==> src/rtl/bip_result_uart_tx.sv <==
// Sends the BIP accumulator result as two 8N1 UART bytes (high byte first)
// on each rising edge of the processor halt flag.
`timescale 1ns/1ps
module bip_result_uart_tx #(
  parameter int DATA_LENGTH  = 16,
  parameter int NB_BYTE      = 8,
  parameter int CLKS_PER_BIT = 5208
) (
  input  logic                   i_clock,
  input  logic                   i_reset,
  input  logic                   i_halt,
  input  logic [DATA_LENGTH-1:0] i_data,
  output logic                   o_tx,
  output logic                   o_busy,
  output logic                   o_done
);

  localparam int                CNT_W    = (CLKS_PER_BIT > 1) ? $clog2(CLKS_PER_BIT) : 1;
  localparam logic [CNT_W-1:0]  CNT_LAST = CNT_W'(CLKS_PER_BIT - 1);
  localparam logic [2:0]        BIT_LAST = 3'(NB_BYTE - 1);

  typedef enum logic [1:0] {IDLE, START, DATA, STOP} state_t;

  state_t                 state_q, state_d;
  logic [CNT_W-1:0]       cnt_q, cnt_d;
  logic [2:0]             bit_q, bit_d;
  logic                   byte_q, byte_d;
  logic                   tx_q, tx_d;
  logic                   done_q, done_d;
  logic                   halt_q;
  logic [DATA_LENGTH-1:0] data_q, data_d;
  logic [NB_BYTE-1:0]     cur_byte;
  logic                   bit_end;
  logic                   trigger;

  assign trigger  = i_halt & ~halt_q & (state_q == IDLE);
  assign bit_end  = (cnt_q == CNT_LAST);
  assign cur_byte = byte_q ? data_q[NB_BYTE-1:0] : data_q[DATA_LENGTH-1 -: NB_BYTE];

  always_comb begin
    state_d = state_q;
    cnt_d   = cnt_q;
    bit_d   = bit_q;
    byte_d  = byte_q;
    tx_d    = tx_q;
    done_d  = 1'b0;
    data_d  = data_q;
    if (state_q != IDLE) cnt_d = bit_end ? '0 : cnt_q + CNT_W'(1);
    case (state_q)
      IDLE: begin
        tx_d = 1'b1;
        if (trigger) begin
          state_d = START;
          tx_d    = 1'b0;
          data_d  = i_data;
          cnt_d   = '0;
          bit_d   = '0;
          byte_d  = 1'b0;
        end
      end
      START: if (bit_end) begin
        state_d = DATA;
        bit_d   = '0;
        tx_d    = cur_byte[0];
      end
      DATA: if (bit_end) begin
        if (bit_q == BIT_LAST) begin
          state_d = STOP;
          bit_d   = '0;
          tx_d    = 1'b1;
        end else begin
          bit_d = bit_q + 3'd1;
          tx_d  = cur_byte[bit_q + 3'd1];
        end
      end
      STOP: if (bit_end) begin
        // The second start bit follows the first stop bit with no idle gap.
        if (!byte_q) begin
          state_d = START;
          byte_d  = 1'b1;
          tx_d    = 1'b0;
        end else begin
          state_d = IDLE;
          byte_d  = 1'b0;
          done_d  = 1'b1;
          tx_d    = 1'b1;
        end
      end
      default: state_d = IDLE;
    endcase
  end

  always_ff @(posedge i_clock or negedge i_reset) begin
    if (!i_reset) begin
      state_q <= IDLE;
      cnt_q   <= '0;
      bit_q   <= '0;
      byte_q  <= 1'b0;
      tx_q    <= 1'b1;
      done_q  <= 1'b0;
      halt_q  <= 1'b0;
    end else begin
      state_q <= state_d;
      cnt_q   <= cnt_d;
      bit_q   <= bit_d;
      byte_q  <= byte_d;
      tx_q    <= tx_d;
      done_q  <= done_d;
      halt_q  <= i_halt;
    end
  end

  // Captured word is only read while busy, so it needs no reset.
  always_ff @(posedge i_clock) begin
    data_q <= data_d;
  end

  assign o_tx   = tx_q;
  assign o_busy = (state_q != IDLE);
  assign o_done = done_q;

endmodule

==> config.mk <==
export PLATFORM = sky130hd
export DESIGN_NAME = bip_result_uart_tx
export DESIGN_NICKNAME = d
export VERILOG_FILES = /design/src/rtl/bip_result_uart_tx.sv
export SDC_FILE = /design/constraint.sdc
export NUM_CORES = 1
export LEC_CHECK = 0
export CAP_MARGIN = 20
export CORE_ASPECT_RATIO = 2
export CORE_MARGIN = 3
export CORE_UTILIZATION = 32
export DETAILED_ROUTE_END_ITERATION = 8
export GPL_ROUTABILITY_DRIVEN = 0
export REMOVE_ABC_BUFFERS = 1
export SYNTH_ARGS = -nofsm -noshare
export SYNTH_HDL_FRONTEND = slang
export SYNTH_SLANG_ARGS = --single-unit
==> constraint.sdc <==
create_clock -name i_clock -period 4.6 [get_ports i_clock]
set_clock_uncertainty 0.1 [all_clocks]
set_input_delay 1.38 -clock i_clock [delete_from_list [all_inputs] [get_ports i_clock]]
set_output_delay 1.38 -clock i_clock [all_outputs]
set_load 0.005 [all_outputs]
# Word level (Yosys, flattened, before mapping)

Index checks and enable logic that the tools add are counted.

Bits in registers: 38
Bits in latches: 0
Bits in writable memories: 0
Bits in read-only memories: 0
Input port bits: 19
Memories: 0

Add/subtract/negate cells: 2
Multiply operators: 0
Div/mod/pow operators: 0
Order comparisons: 1
Equal/unequal tests: 10
Shift-type cells: 0
Multiplexer cells: 32
Bitwise logic cells: 3
Reductions and logical operators: 9

Operators by type and width:

| operator              | number |
|---|---|
| $mux 13               | 4 |
| $add 13x1->13 const B | 1 |
| $eq 13x13->1 const B  | 1 |
| $mux 1                | 13 |
| $mux 3                | 4 |
| $mux 2                | 5 |
| $ne 2x2->1 const B    | 5 |
| $pmux 3 s3            | 1 |
| $mux 8                | 1 |
| $pmux 2 s4            | 1 |
| $reduce_and 3->1      | 2 |
| $reduce_and 5->1      | 1 |
| $eq 2x2->1 const B    | 2 |
| $lt 3x4->1 const B    | 1 |
| $pmux 1 s4            | 1 |
| $reduce_and 4->1      | 1 |
| $reduce_bool 2->1     | 2 |
| $add 3x1->3 const B   | 1 |
| $bmux 1 s3            | 1 |
| $eq 3x3->1 const B    | 1 |
| $reduce_bool 3->1     | 1 |
| $and 1x1->1           | 2 |
| $eq 2x1->1 const B    | 1 |
| $logic_not 2->1       | 1 |
| other kinds (3)       | 3 |

# Depth between registers and ports, before layout

Gate-level depths: netlist (run 1).

Word-level depth: 6
Depth in mapped cells: 8
Depth with buffers taken out: 6

# Worst setup path before layout (run 1)

No wires, ideal clock.

Path type: flip-flop to output port
Start: register state_q[0]
End: output o_busy
Arrival: 1.195 ns
Data required time: 3.120 ns
Slack: 1.925 ns
Cell stages (with the launch flop): 6
Path buffers: 2
Path through: dfrtp_1 > inv_1 > ha_1 > clkbuf_1 > clkbuf_1 > inv_1

Longest elaborated chain between the ends: 1

RTL lines:

| element                | line | text |
|---|---|---|
| from (decl)            | 24   | `state_t state_q, state_d;` |
| from (signal assigned) | 103  | `state_q <= state_d;` |
| $reduce_bool 2->1      | 119  | `assign o_busy = (state_q != IDLE);` |
| to (decl)              | 14   | `output logic o_busy,` |

No other way between the ends.

# Final worst setup path (run 1)

Ends and elaborated chain as after synthesis.

==> results of run 1 <==
per-stage QoR:
| stage | cells | power, mW | hold WS, ns | worst slack [ns] | instance area, sq um |
|---|---|---|---|---|---|
| floorplan | 167 | 0.362 | 0.368 | 2.03 | 1960 |
| global placement | 272 | 0.381 | 0.395 | 1.30 | 2270 |
| detailed placement | 272 | 0.382 | 0.395 | 1.29 | 2270 |
| CTS | 280 | 0.784 | 0.404 | 1.15 | 2440 |
| global route | 281 | 0.798 | 0.428 | 1.04 | 2460 |
| finish | 281 | 0.774 | 0.409 | 1.14 | 2460 |
Yosys cell counts (2+ instances only):
master and n:
a31oi_1 2, clkbuf_1 3, edfxtp_1 16, nor4b_1 2
and3_1 6, a21o_1 6, mux2_1 2, dfrtp_1 21
a21oi_1 9, nand3_1 7, mux2i_1 3, nand2_1 12
o21ai_0 7, nand4_1 3, nor3_1 4, inv_1 11
or4_1 3, nor2_1 9, a22o_1 4, o211a_1 2
ha_1 7, or3_1 3, mux4_2 4, o211ai_1 2
routing by layer:
metal	part of all wire (%)	up-vias	global-route usage, %	wire, microns
met4	2.8	0	6.77	116
li1	-	705	-	-
met5	0	-	0	0
met3	2.4	8	2.31	100
met2	56	18	21.0	2270
met1	39	682	14.5	1600
worst register-to-register path, delay by kind of cell (launching register included):
kind | cells | cell delay [ns]
simple gates | 1 | 0.65
fa+ha+maj | 1 | 0.56
flops | 1 | 0.41
mux | 1 | 0.34
compound gates | 1 | 0.22
buf+inv | 1 | 0.13
area by class of cell:
type                    count  area [sq um]  share of cell area [%]
flip-flops and latches     38          1030                    42.0
multi-input cells         118           882                    35.9
repair buffers             22           225                    9.17
clock buffers               5           125                    5.09
well taps                  84           105                    4.28
clock inverters             3          45.0                    1.83
inverters                  11          41.3                    1.68
power breakdown:
group	switching (mW)	leakage, nW	internal (mW)
sequential	0.000127	0.394	0.354
clock	0.143	0.0760	0.256
combinational	0.00682	0.512	0.0147
kinds of logic (layout without fill, tap and decap cells):
kind of cell | count (synthesis) | in the layout | synth area share (%)
AOI/OAI and AO/OA | 40 | 40 | 14.0
DFF | 38 | 38 | 51.6
muxes | 10 | 10 | 7.70
and+or+nand+nor | 60 | 60 | 17.6
xor gates and xnor gates | 1 | 1 | 0.438
buffers and inverters | 19 | 41 | 4.25
adders and majority gates | 7 | 7 | 4.38
sequential cells by signal, indices dropped and copies added (netlist names):
signal	cells
cnt_q	13
o_done	1
bit_q	3
o_tx	1
byte_q	1
halt_q	1
data_q	16
state_q	2
path summary, 6_finish.rpt:
kind / start / endpoint / slack (ns)
max: state_q[0] / o_busy / 1.14
min: o_tx / o_tx / 0.41
max reg2reg: state_q[0] / bit_q[0] / 2.08
min reg2reg: o_tx / o_tx / 0.41
max in group asynchronous: i_reset / o_tx / 2.56
min in group asynchronous: i_reset / cnt_q[11] / 1.30
==> summary by stage, run 1 <==
Route
Summed over all layers, the routed wires come to between 4000 and 5000 microns. In the routed layout, each cell is associated on average with a via count of roughly 5.0. The first detailed-routing pass ran for 4 iterations.

The count of routing violations after the opening detailed-route iteration is 48. The count of nets left with antenna violations once routing finished came out at 0. The DRC violations left is 0. The average routed wire per standard cell is ~15 microns. The routed layout has around 1400 vias.

Worst setup path
In this design, the critical path's most frequently occurring cell is inv_1. The required time at the worst-slack endpoint is ~3.1 ns. The kind of end point of the critical path is an output pin. The combined buffer and inverter count along the critical path is 3. The worst reg2reg path depth is 5.

The delay of the slowest cell on the worst path is 0.56 ns. The critical path crosses 4 cells after its start point. The dominant delay contributor by cell family on the critical path is buffers and inverters. STA puts the critical path data arrival time at just under 2 ns. Traced cell by cell, the critical path runs through inv_1, ha_1, inv_1, clkdlybuf4s50_1. The maximum fanout along the worst path is 16. The slowest cell on the critical path is ha_1. The worst setup path category is register to output pin. The worst setup path is launched from a register.

Die
The effective utilization at floorplan is about a third. In this run the core area contains 40 standard-cell rows. The core area is 6060 sq um. The number of ports placed on the die boundary is 22. From bottom edge to top edge, the die measures 118 microns. The horizontal extent of the die is between 60 and 70 microns. The total die area is 7290 sq um.

CTS
The clock-pin transition on the worst setup and hold timing paths is ~0.060 ns. The worst-skew pair later-pin latency is just under 0.3 ns. In this run the post-CTS setup repair buffer count came out at 0. TritonCTS built the clock tree.

No sink is reached through more buffers than the 2 on the longest clock path. The number of sinks handled by clock tree synthesis is 38. The CTS H-tree depth is 2. After clock tree synthesis, the flow added hold-fix buffers numbering 0. In this run the clock root is driven by a clkbuf_16. The number of buffers added by the clock tree synthesis step is 5. After clock tree synthesis, the repair step resized 0 gates.

Finish
The post-route netlist has around 10% of its cells at a drive strength greater than 1. The area growth from synthesis to layout is 22.8%. The final antenna diode count is 0. After the last flow step, the layout net total stands at 222. The final core utilization is ~41%.

In the layout the commonest cells are dfrtp_1, clkdlybuf4s50_1, edfxtp_1. The layout has about 570 filler cells.

Global route
Global routing used 12.7% of the available tracks across all layers. The number of global-route vias before repair is between 1000 and 1500. The wire length of the first global-routing pass is between 6000 and 7000 microns. The sum of overflow across all layers after global routing is 0. The initial antenna violation count is 0. The maximum number of pins on one net before global-route repair is 23.

Synth
The post-synthesis cell count is between 150 and 200. In this run, synthesis produced a sequential element count of 38. The post-synthesis async set-or-reset flop share is 57.9%.

The share of the Yosys chip area taken by registers is about half. The dominant synthesized flop cell is dfrtp_1. The number of enable flip-flop cells after synthesis is 16.

Averaged over all synthesized cells, the footprint is around 11 sq um. The number of distinct library cells after synthesis is between 50 and 60. The post-synthesis instance area is roughly 2000 sq um.

Sorting the synthesized cells by area gives the leading types as dfrtp_1, edfxtp_1, mux4_2. dfrtp_1 takes more of the synthesized area than any other cell. Of the post-synthesis cell area, the dominant cell type holds 26.3%. For this run, the number of Yosys warnings is 0.

STA
The final-report hold violation count is 0. The transition at the pin with the smallest max-transition slack is between 0.7 and 0.8 ns. Counting I/O delays and the setup requirement, the final critical path takes 3.46 ns. The max-slew violation count is 0. The final-report setup violation count is 0. The final period utilization is between 70% and 80%. In this run the tightest slew margin relative to its limit is approximately half.

Setup repair after global routing left no endpoint under its margin. For this run, the top clock speed supported by timing is a little under 300 MHz. The accumulated negative setup slack is 0 ns.

Run status
The run finished with clean final reports.

Pwr
The total leakage power is 0.982 nW. The total power divided by cell area is 315 nW/um^2. IR analysis of the VDD net gives a maximum drop of between 0.15 and 0.2 mV.

Hold path
The path class of the tightest hold or removal check is register to register. The worst hold path was traced through 2 stages.

Placement
The half-perimeter wire length after placement is just under 3000 microns. In this run the tool buffered the top-level ports with 21 buffer cells.

Job
The tool flagged a number of max-cap violations equal to 0.
No activity file was read; power rests on OpenSTA's default activity.
==> inputs of run 2 (changes only) <==
- clock period: 4.6 -> 3.5 ns (I/O delays scaled with it)
==> run 2 against run 1 <==
Effect of this change: combinational power rose by 26%; via count is 0.71% higher; worst setup slack lost 0.39 ns; largest cell class unchanged; sequential power is 32% higher; cell area up 0.97%; clock power grew 49%; first-iteration DRC count fell by 13%.
==> summary by stage, run 2 (synthesis gave the netlist of run 1 again) <==
Worst setup path
The maximum fanout along the worst path was 6 (-10). The slowest cell on the critical path is clkdlybuf4s50_1. The worst setup path is launched from a register.

The cell that appears most often on the critical path is inv_1. The arrival time reported for the critical path endpoint is 1.60 ns (-0.38 ns). The worst setup path is captured at an output pin. The combined buffer and inverter count along the critical path came to 3 (unchanged).

The delay of the slowest cell on the worst path was 0.50 ns (-0.06 ns). The worst setup path is of the register to output pin kind. The required time at the worst-slack endpoint was 2.35 ns (-0.77 ns).

Walking the worst path, the cells encountered are inv_1, ha_1, inv_1, clkdlybuf4s50_1. The dominant delay contributor by cell family on the critical path is buffers and inverters.

CTS
The worst-skew pair later-pin latency is 0.28 ns (about the same). The total of hold buffers inserted after clock tree synthesis is 0 (unchanged). TritonCTS built the clock tree. The CTS H-tree depth is 2 (unchanged). The clock-pin transition on the worst setup and hold timing paths came to 0.06 ns (about the same). The buffer count from post-CTS setup fixing came to 0 (unchanged). The number of buffers added by the clock tree synthesis step was 5 (unchanged).

The maximum clock path buffer count came to 2 (unchanged). The cell at the root of the clock tree is clkbuf_16. The number of sinks handled by clock tree synthesis came to 38 (unchanged).

The number of instances resized during post-cts repair was 0 (unchanged).

Route
The total via count in the routed design is 1423 (+0.71%). The DRC violations left is 0 (unchanged). The count of routing violations after the opening detailed-route iteration is 42 (-13%). The wire length on met2 is 2200 microns (-3.0%). The remaining antenna violation count after routing is 0 (unchanged). Signal routing reaches up to met4.

The wire length on met1 is 1690 microns (+5.7%). The wire length after detailed routing is 4080 microns (about the same). The average routed wire per standard cell came to 14.5 microns (-0.33%).

The number of iterations in the first detailed-routing pass came to 4 (unchanged). The wire length on met3 is 78 microns (-22%). The number of vias per cell is 5.05 (+0.35%).

Die
The core area is 6060 sq um (unchanged). The total die area came to 7290 sq um (unchanged). The number of ports placed on the die boundary is 22 (unchanged). The overall die height is 118 microns (unchanged). The effective utilization at floorplan is 33.0% (unchanged).

The number of placement rows came to 40 (unchanged). The horizontal extent of the die was 61.9 microns (unchanged).

Pwr
The total power draw is 1.09 mW (+40%). The total power divided by cell area is 438 nW/um^2 (+39%). The clock power share is 54.6% (+3.2 points).

The total leakage power is 1.00 nW (+2.1%). The portion of total power attributed to combinational logic is 2.5% (-0.3 points). The internal power is 0.894 mW (+43%). The switching power is 0.193 mW (+29%). The worst ir drop on vdd is 0.253 mV (+41%). The fraction of power spent switching nets is 17.7% (-1.6 points). The fraction of power consumed by sequential logic came to 42.9% (-2.9 points).

Global route
The wire length of the first global-routing pass is 6840 microns (-1.4%). The sum of overflow across all layers after global routing is 0 (unchanged). The initial antenna violation count is 0 (unchanged). The number of global-route vias before repair is 1416 (-2.9%).

The maximum number of pins on one net before global-route repair was 23 (unchanged). The global-route usage over all layers was 12.7% (+0.082 points).

STA
For this run, the top clock speed supported by timing is roughly 360 MHz. The remaining max-slew budget at the tightest pin is 44.3% (-4.3 points). The final-report hold violation count is 0 (unchanged). The final-report setup violation count is 0 (unchanged). After layout, the worst path uses between 70% and 80% of the clock period.

The time the final worst path needs with I/O delays and setup is approximately 2.7 ns. Setup repair after global routing left no endpoint under its margin. The max-slew violation count came to 0 (unchanged).

The transition at the pin with the smallest max-transition slack was 0.832 ns (+0.0646 ns). The accumulated negative setup slack is 0 ns (unchanged).

Finish
The fraction of final layout cells sized beyond drive strength 1 is 10.6% (+0.45 points). In the layout the commonest cells are dfrtp_1, clkdlybuf4s50_1, edfxtp_1. data_q holds more flip-flops than any other register.

The flip-flop count of the largest register, all copies and words added is 16 (unchanged). The final antenna diode count is 0 (unchanged). The largest registers in the layout are data_q (16), cnt_q (13), bit_q (3). The post-layout net count is 223 (+0.45%). The non-filler instance count after layout came to 282 (+0.36%). The area growth from synthesis to layout is 24.0%.

Hold path
The class of the worst hold path is register to register.

Job
The number of maximum-capacitance violations is 0 (unchanged).

Placement
The total instance count after detailed placement is 274 (+0.74%). The half-perimeter wire length after placement is 2880 microns (-1.0%). The count of buffers inserted at the top-level ports is 21 (unchanged).

Run status
The run finished with clean final reports.
## run 2: area by class of cell
cell class              count  area (sq um)
well taps                  84           105
clock inverters             3          68.8
repair buffers             23           225
inverters                  11          41.3
multi-input cells         118           882
clock buffers               5           125
flip-flops and latches     38          1030
fillers                   578          3580
## run 2: through the flow
stage                     setup WS (ns)  hold slack (ns)  instance area, sq um  util, %
after floorplan                    1.26            0.368                  1960        -
after global placement            0.541            0.394                  2290     37.7
after detailed placement          0.538            0.391                  2290     37.7
after CTS                         0.744            0.404                  2480     41.0
after global routing              0.689            0.427                  2480     41.0
final                             0.755            0.409                  2480     41.0
## run 2: final timing paths
check                            end  cells past startpoint  slack, ns        from
min                         bit_q[1]                      1       0.41    bit_q[1]
max reg2reg                 bit_q[0]                      6       1.20  state_q[0]
min in group asynchronous  cnt_q[11]                      2       1.01     i_reset
max                           o_busy                      4       0.75  state_q[1]
min reg2reg                 bit_q[1]                      1       0.41    bit_q[1]
max in group asynchronous       o_tx                      2       2.00     i_reset
## run 2: power groups by stage
stage               clock network [mW]  logic [mW]  registers, mW
CTS                              0.605      0.0279          0.466
finish                           0.593      0.0271          0.466
global placement                     0      0.0275          0.474
global route                     0.620      0.0299          0.466
floorplan                            0    0.000755          0.475
detailed placement                   0      0.0280          0.474
## run 2: layer usage
metal	track usage, %	vias up
met2	20.3	17
met5	0	-
met1	15.3	700
met3	2.31	6
met4	7.17	0
li1	-	700
==> inputs of run 3 (changes only) <==
- clock period: 3.5 -> 2.3 ns (I/O delays scaled with it)
==> run 3 against run 2 <==
Effect of this change: non-clock buffer count grew 10; count of clock-buffer cells in the layout rose by 1; wire length rose by 2.1%; critical endpoint is now o_tx.
==> summary by stage, run 3 (synthesis gave the netlist of run 1 again) <==
Run status
The flow ran to the end, and the final reports show no timing, DRC or antenna violations.

Pwr
The fraction of power consumed by sequential logic is 50.2% (+7.3 points). The portion of total power attributed to combinational logic came to 3.1% (+0.6 points). The internal power is 1.14 mW (+27%). The worst ir drop on vdd is 0.355 mV (+40%). The clock power share is 46.7% (-7.9 points). The total power divided by cell area came to 562 nW/um^2 (+28%).

The switching power is 0.276 mW (+43%). The total leakage power is 1.02 nW (+2.2%). The fraction of power spent switching nets came to 19.5% (+1.8 points).

Finish
The post-layout net count was 233 (+4.5%). The post-route cell area is 2510 sq um (+1.3%). The register containing the most flip-flops in the final layout is data_q.

The flip-flop count of the largest register, all copies and words added is 16 (unchanged). The fraction of final layout cells sized beyond drive strength 1 was 15.4% (+4.8 points). The final antenna diode count was 0 (unchanged).

In the layout the commonest cells are dfrtp_1, clkdlybuf4s50_1, edfxtp_1. The area growth from synthesis to layout is 25.7%. In the final layout, the registers with the most flip-flops are data_q (16), cnt_q (13), bit_q (3).

CTS
The maximum clock path buffer count is 2 (unchanged). The worst-skew pair later-pin latency is 0.28 ns (about the same). The number of sinks handled by clock tree synthesis is 38 (unchanged). The tree is rooted in a clkbuf_16. The number of buffers added by the clock tree synthesis step was 5 (unchanged). TritonCTS built the clock tree. The clock-pin transition on the worst setup and hold timing paths is 0.06 ns (about the same). The CTS H-tree depth was 2 (unchanged).

Global route
The sum of overflow across all layers after global routing is 0 (unchanged). The maximum number of pins on one net before global-route repair is 23 (unchanged). The number of global-route vias before repair was 1459 (+3.0%). The initial antenna violation count came to 0 (unchanged). The global-route usage over all layers is 13.0% (+0.30 points). The wire length of the first global-routing pass is 7040 microns (+2.8%).

Hold path
The start point of the worst hold path is o_tx. The class of the worst hold path is register to register. The endpoint with the worst hold slack is o_tx. The worst hold path depth is 2 (+1).

STA
The slack of the critical path is 0.202 ns (-0.552 ns). The final-report hold violation count is 0 (unchanged). The accumulated negative setup slack is 0 ns (unchanged). The remaining max-slew budget at the tightest pin is 68.2% (+24 points). The time the final worst path needs with I/O delays and setup is around 2.1 ns. The final-report setup violation count came to 0 (unchanged). Setup repair after global routing left no endpoint under its margin. The transition at the pin with the smallest max-transition slack was 0.472 ns (-0.360 ns). For this run, the top clock speed supported by timing is about 480 MHz. The max-slew violation count is 0 (unchanged). The final critical path takes up between 90 and 100% of the cycle.

Die
The total die area came to 7290 sq um (unchanged). The overall die height is 118 microns (unchanged). The core area is 6060 sq um (unchanged). The effective utilization at floorplan is 33.0% (unchanged). The number of placement rows is 40 (unchanged).

The number of ports placed on the die boundary is 22 (unchanged). The horizontal extent of the die was 61.9 microns (unchanged).

Worst setup path
The required time at the worst-slack endpoint is 1.51 ns (-0.84 ns). The startpoint of the worst register-to-register path is bit_q[0]. The critical path in this run is classified as register to output pin.

The delay of the slowest cell on the worst path was 0.53 ns (+0.03 ns). In this run the critical register-to-register path is captured at o_tx. The reg-to-reg setup timing slack is 0.29 ns (-0.91 ns). The slowest cell on the critical path is dfstp_2. The maximum fanout along the worst path was 2 (-4). STA classifies the critical path startpoint as a register.

The combined buffer and inverter count along the critical path is 1 (-2). The kind of end point of the critical path is an output pin. The worst reg2reg path depth came to 6 (unchanged).

The arrival time reported for the critical path endpoint is 1.31 ns (-0.29 ns). The dominant delay contributor by cell family on the critical path is flip-flops. Walking the worst path, the cells encountered are clkdlybuf4s50_1.

Route
The number of iterations in the first detailed-routing pass was 4 (unchanged). The number of vias per cell is 5.05 (+0.17%). The wire length after detailed routing is 4170 microns (+2.1%). The total via count in the routed design is 1476 (+3.7%). The DRC violations left is 0 (unchanged). The average routed wire per standard cell came to 14.3 microns (-1.4%). The remaining antenna violation count after routing is 0 (unchanged). The count of routing violations after the opening detailed-route iteration is 44 (+4.8%).

Placement
The worst setup slack after placement was 0.00349 ns (-0.535 ns). The half-perimeter wire length after placement is 3110 microns (+8.1%). The count of buffers inserted at the top-level ports is 21 (unchanged). The standard cell area after detailed placement is 2360 sq um (+3.2%).

Job
The number of maximum-capacitance violations is 0 (unchanged).
[run 3: cell count changes in the layout (fill, tap and decap cells not counted)]
cell             delta
clkinv_2            +2
dlygate4sd2_1       +1
inv_1               -1
buf_4               +9
clkinv_4            -1
dfrtp_1             -1
dfrtp_2             +1
bufinv_16           -2
clkdlybuf4s50_1     -1
inv_2               +1
clkbuf_1            +1
buf_12              +1
[run 3: area by class of cell]
cell class | instances | area, sq um
Inverter | 11 | 41.3
Clock buffer | 6 | 129
Tap cell | 84 | 105
Clock inverter | 2 | 10.0
Timing Repair Buffer | 33 | 312
Multi-Input combinational cell | 118 | 882
Sequential cell | 38 | 1030
Fill cell | 587 | 3540
[run 3: worst max-delay path by stage]
stage,from,to,slack (ns),cells past startpoint
6_report,o_tx,o_tx,0.20,1
5_1_grt,o_tx,o_tx,0.16,1
3_3_place_gp,i_halt,cnt_q[8],0.03,6
3_5_place_dp,i_halt,cnt_q[7],0.003,6
4_1_cts,o_tx,o_tx,0.19,1
2_1_floorplan,state_q[0],bit_q[0],0.25,5
[run 3: power by group through the flow]
| stage | logic (mW) | clock network [mW] | registers (mW) |
|---|---|---|---|
| global route | 0.0479 | 0.714 | 0.709 |
| detailed placement | 0.0457 | 0 | 0.722 |
| global placement | 0.0451 | 0 | 0.722 |
| floorplan | 0.00115 | 0 | 0.722 |
| CTS | 0.0456 | 0.683 | 0.709 |
| finish | 0.0439 | 0.660 | 0.709 |
[run 3: repair_timing]
action,in CTS,in global routing
buffers inserted,2,0
endpoints found under the setup margin,1,0
endpoints found under the hold margin,0,0
resized for setup,3,0
hold buffers,0,0
[run 3: worst reg2reg max path, stage by stage (launching register included)]
cell	delay, ns
dfrtp_1	0.48
ha_1	0.25
ha_1	0.34
or2_2	0.13
o22ai_1	0.06
a2111o_1	0.42
a31oi_1	0.16
[run 3: per-stage QoR]
stage,util (%),hold WS (ns),instances,power (mW)
final,41.5,0.416,292,1.41
after detailed placement,38.9,0.402,282,0.768
after CTS,41.5,0.411,292,1.44
after global placement,38.9,0.390,282,0.767
after floorplan,-,0.294,167,0.723
after global routing,41.5,0.435,292,1.47
[run 3: per-layer routing]
metal  part of all wire, %  wire length, microns  up-vias  global-route usage [%]
met4                   2.9                   119        0                    6.11
met3                   3.3                   137        9                    3.62
met2                    55                  2290       24                    21.5
met1                    39                  1620      723                    14.8
met5                     0                     0        -                       0
li1                      -                     -      720                       -
==> variant (config.mk and constraints of run 1) <==
Encoding of `state_t`: now one-hot (4 bits for 4 states).
--- a/src/rtl/bip_result_uart_tx.sv
+++ b/src/rtl/bip_result_uart_tx.sv
@@ -21,3 +21,3 @@
 
-  typedef enum logic [1:0] {IDLE, START, DATA, STOP} state_t;
+  typedef enum logic [3:0] {IDLE = 4'b0001, START = 4'b0010, DATA = 4'b0100, STOP = 4'b1000} state_t;
 
Behaviour: no difference found for any inputs over 10 cycles, from zero or initial values and one cycle with i_reset low; not proved beyond that.
==> variant against run 1 <==
Design area is 1.2% higher; cell count stayed put; total power is 2.2% higher; routed wire length is 1.4% lower; register-to-register slack better by 0.10 ns; sequential cell count is 2 higher; utilization is 0.48 points higher; worst hold slack better by 0.017 ns; clock power hardly changed; synthesized area is 0.56% higher; largest cell class unchanged; worst setup slack worse by 0.032 ns; via count is 0.78% higher.
==> variant: results (changes against run 1) <==
stage	metric	value	unit	change
run_status	status	complete, no violations		
cts	clk_lat worst skew	0.28	ns	
critical_path	Reg2Reg Depth	5		unchanged
final_layout	n_diodes	0		unchanged
worst_hold_path	hold depth	1		-1
final_layout	layout cells sized above 1	13.2	%	+3.0 points
yosys	asr flop ratio synth	60.0	%	+2.1 points
critical_path	Largest stage delay, worst path	0.59	ns	+0.03 ns
global_route	first-pass GRT wire length	6890	um	-0.69%
placement	DPL Wire Length	2940	um	+1.2%
cts	TritonCTS Buffers	5		unchanged
critical_path	R2R Path Start	cnt_q[5]		
pwr	Worst VDD drop	201	uV	+12%
yosys	post-synthesis sequential area ratio	53.9	%	+2.3 points
timing	Min Hold Slack	0.425	ns	+0.0167 ns
yosys	Synth top cells by count	22 x dfrtp_1, 19 x nand2_1, 18 x o21ai_0		
critical_path	crit path max-delay cell type	dfstp_2		
route	Via density	5.07		+0.78%
cts	maximum clock insertion buffer count	2		unchanged
cts	Post-CTS Resized	0		unchanged
global_route	pin count of the biggest net entering global routing	25		+8.7%
route	drt first pass iters	4		unchanged
pwr	static leakage	0.918	nW	-6.6%
yosys	Cell variety after synth	46		-9.8%
critical_path	crit path from	state_q[0]		
route	WL final	4020	um	-1.4%
timing	setup ws final	1.11	ns	-0.0319 ns
timing	Slew headroom	36.1	%	-13 points
cts	clock root cell	clkbuf_16		
final_layout	Largest regs	data_q x16, cnt_q x13, state_q x4		
critical_path	worst flop-to-flop path endpoint	cnt_q[6]		
route	DR iter-0 viols	63		+31%
worst_hold_path	Hold Crit Class	reg -> reg		
cts	depth of the CTS H-tree	2		unchanged
global_route	initial antenna violation count	0		unchanged
critical_path	crit-path max FO	8		-8
yosys	largest cells by area after synthesis	dfrtp_1 27%, edfxtp_1 24%, o21ai_0 4.5%, nand2_1 3.5%, mux2i_1 3.5%		
global_route	vias in the first global route	1449		-0.69%
final_layout	NumNets Final	218		-1.8%
yosys	number of enable flip-flop cells after synthesis	16		unchanged
global_route	GRT Total Usage	12.9	%	+0.20 points
cts	CTS clk-pin slew, worst paths	0.06	ns	about the same
placement	Setup WS pre-CTS	1.41	ns	+0.120 ns
critical_path	Worst Setup EP	o_busy		
cts	setup bufs post-CTS	0		unchanged
placement	IO buf count	21		unchanged
yosys	Post-synth top flop	dfrtp_1		
yosys	synthesis warning total	0		unchanged
critical_path	register-to-register setup slack	2.18	ns	+0.10 ns
## variant: per-layer routing
metal  up-vias  track usage, %  part of all wire, %  wire length, um
met2        20            20.8                   56             2270
met3        10            3.07                  2.2               89
met4         0            8.23                  3.4              135
met1       701            14.1                   38             1530
li1        693               -                    -                -
met5         -               0                    0                0
## variant: final cells by class
| type | instances | area (um2) |
|---|---|---|
| flip-flops and latches | 40 | 1080 |
| fillers | 596 | 3570 |
| inverters | 6 | 22.5 |
| clock buffers | 5 | 125 |
| well taps | 84 | 105 |
| multi-input cells | 120 | 877 |
| clock inverters | 3 | 46.3 |
| repair buffers | 23 | 225 |
## variant: through the flow
step	instances	instance area (um2)
floorplan	166	1980
CTS	281	2480
finish	281	2480
global route	281	2480
global placement	273	2310
detailed placement	273	2310
## variant: worst min-delay path by stage
stage,to,startpoint
3_3_place_gp,bit_q[2],bit_q[2]
3_5_place_dp,cnt_q[0],cnt_q[0]
6_report,cnt_q[0],cnt_q[0]
2_1_floorplan,cnt_q[10],cnt_q[10]
5_1_grt,bit_q[2],bit_q[2]
4_1_cts,cnt_q[0],cnt_q[0]
## variant: cells by family (layout without fill, tap and decap cells)
family / count (synthesis) / in the layout / share of synthesized area (%)
buffers and inverters: 12 / 37 / 2.49
and+or+nand+nor: 58 / 58 / 16.5
xor gates and xnor gates: 4 / 4 / 1.74
AOI/OAI and AO/OA: 42 / 42 / 15.2
adders and majority gates: 3 / 3 / 1.87
muxes: 13 / 13 / 8.34
DFF: 40 / 40 / 53.9
## variant: power breakdown
group | total, W | internal (W) | switching, W
clock network | 0.000399 | 0.000257 | 0.000141
registers | 0.000372 | 0.000372 | 0.0000000551
logic | 0.0000204 | 0.0000140 | 0.00000648
## variant: critical path, delay by kind of cell (launching register included)
kind          cells  cell delay [ns]
flops             1             0.59
buf+inv           2             0.72
simple gates      1             0.41
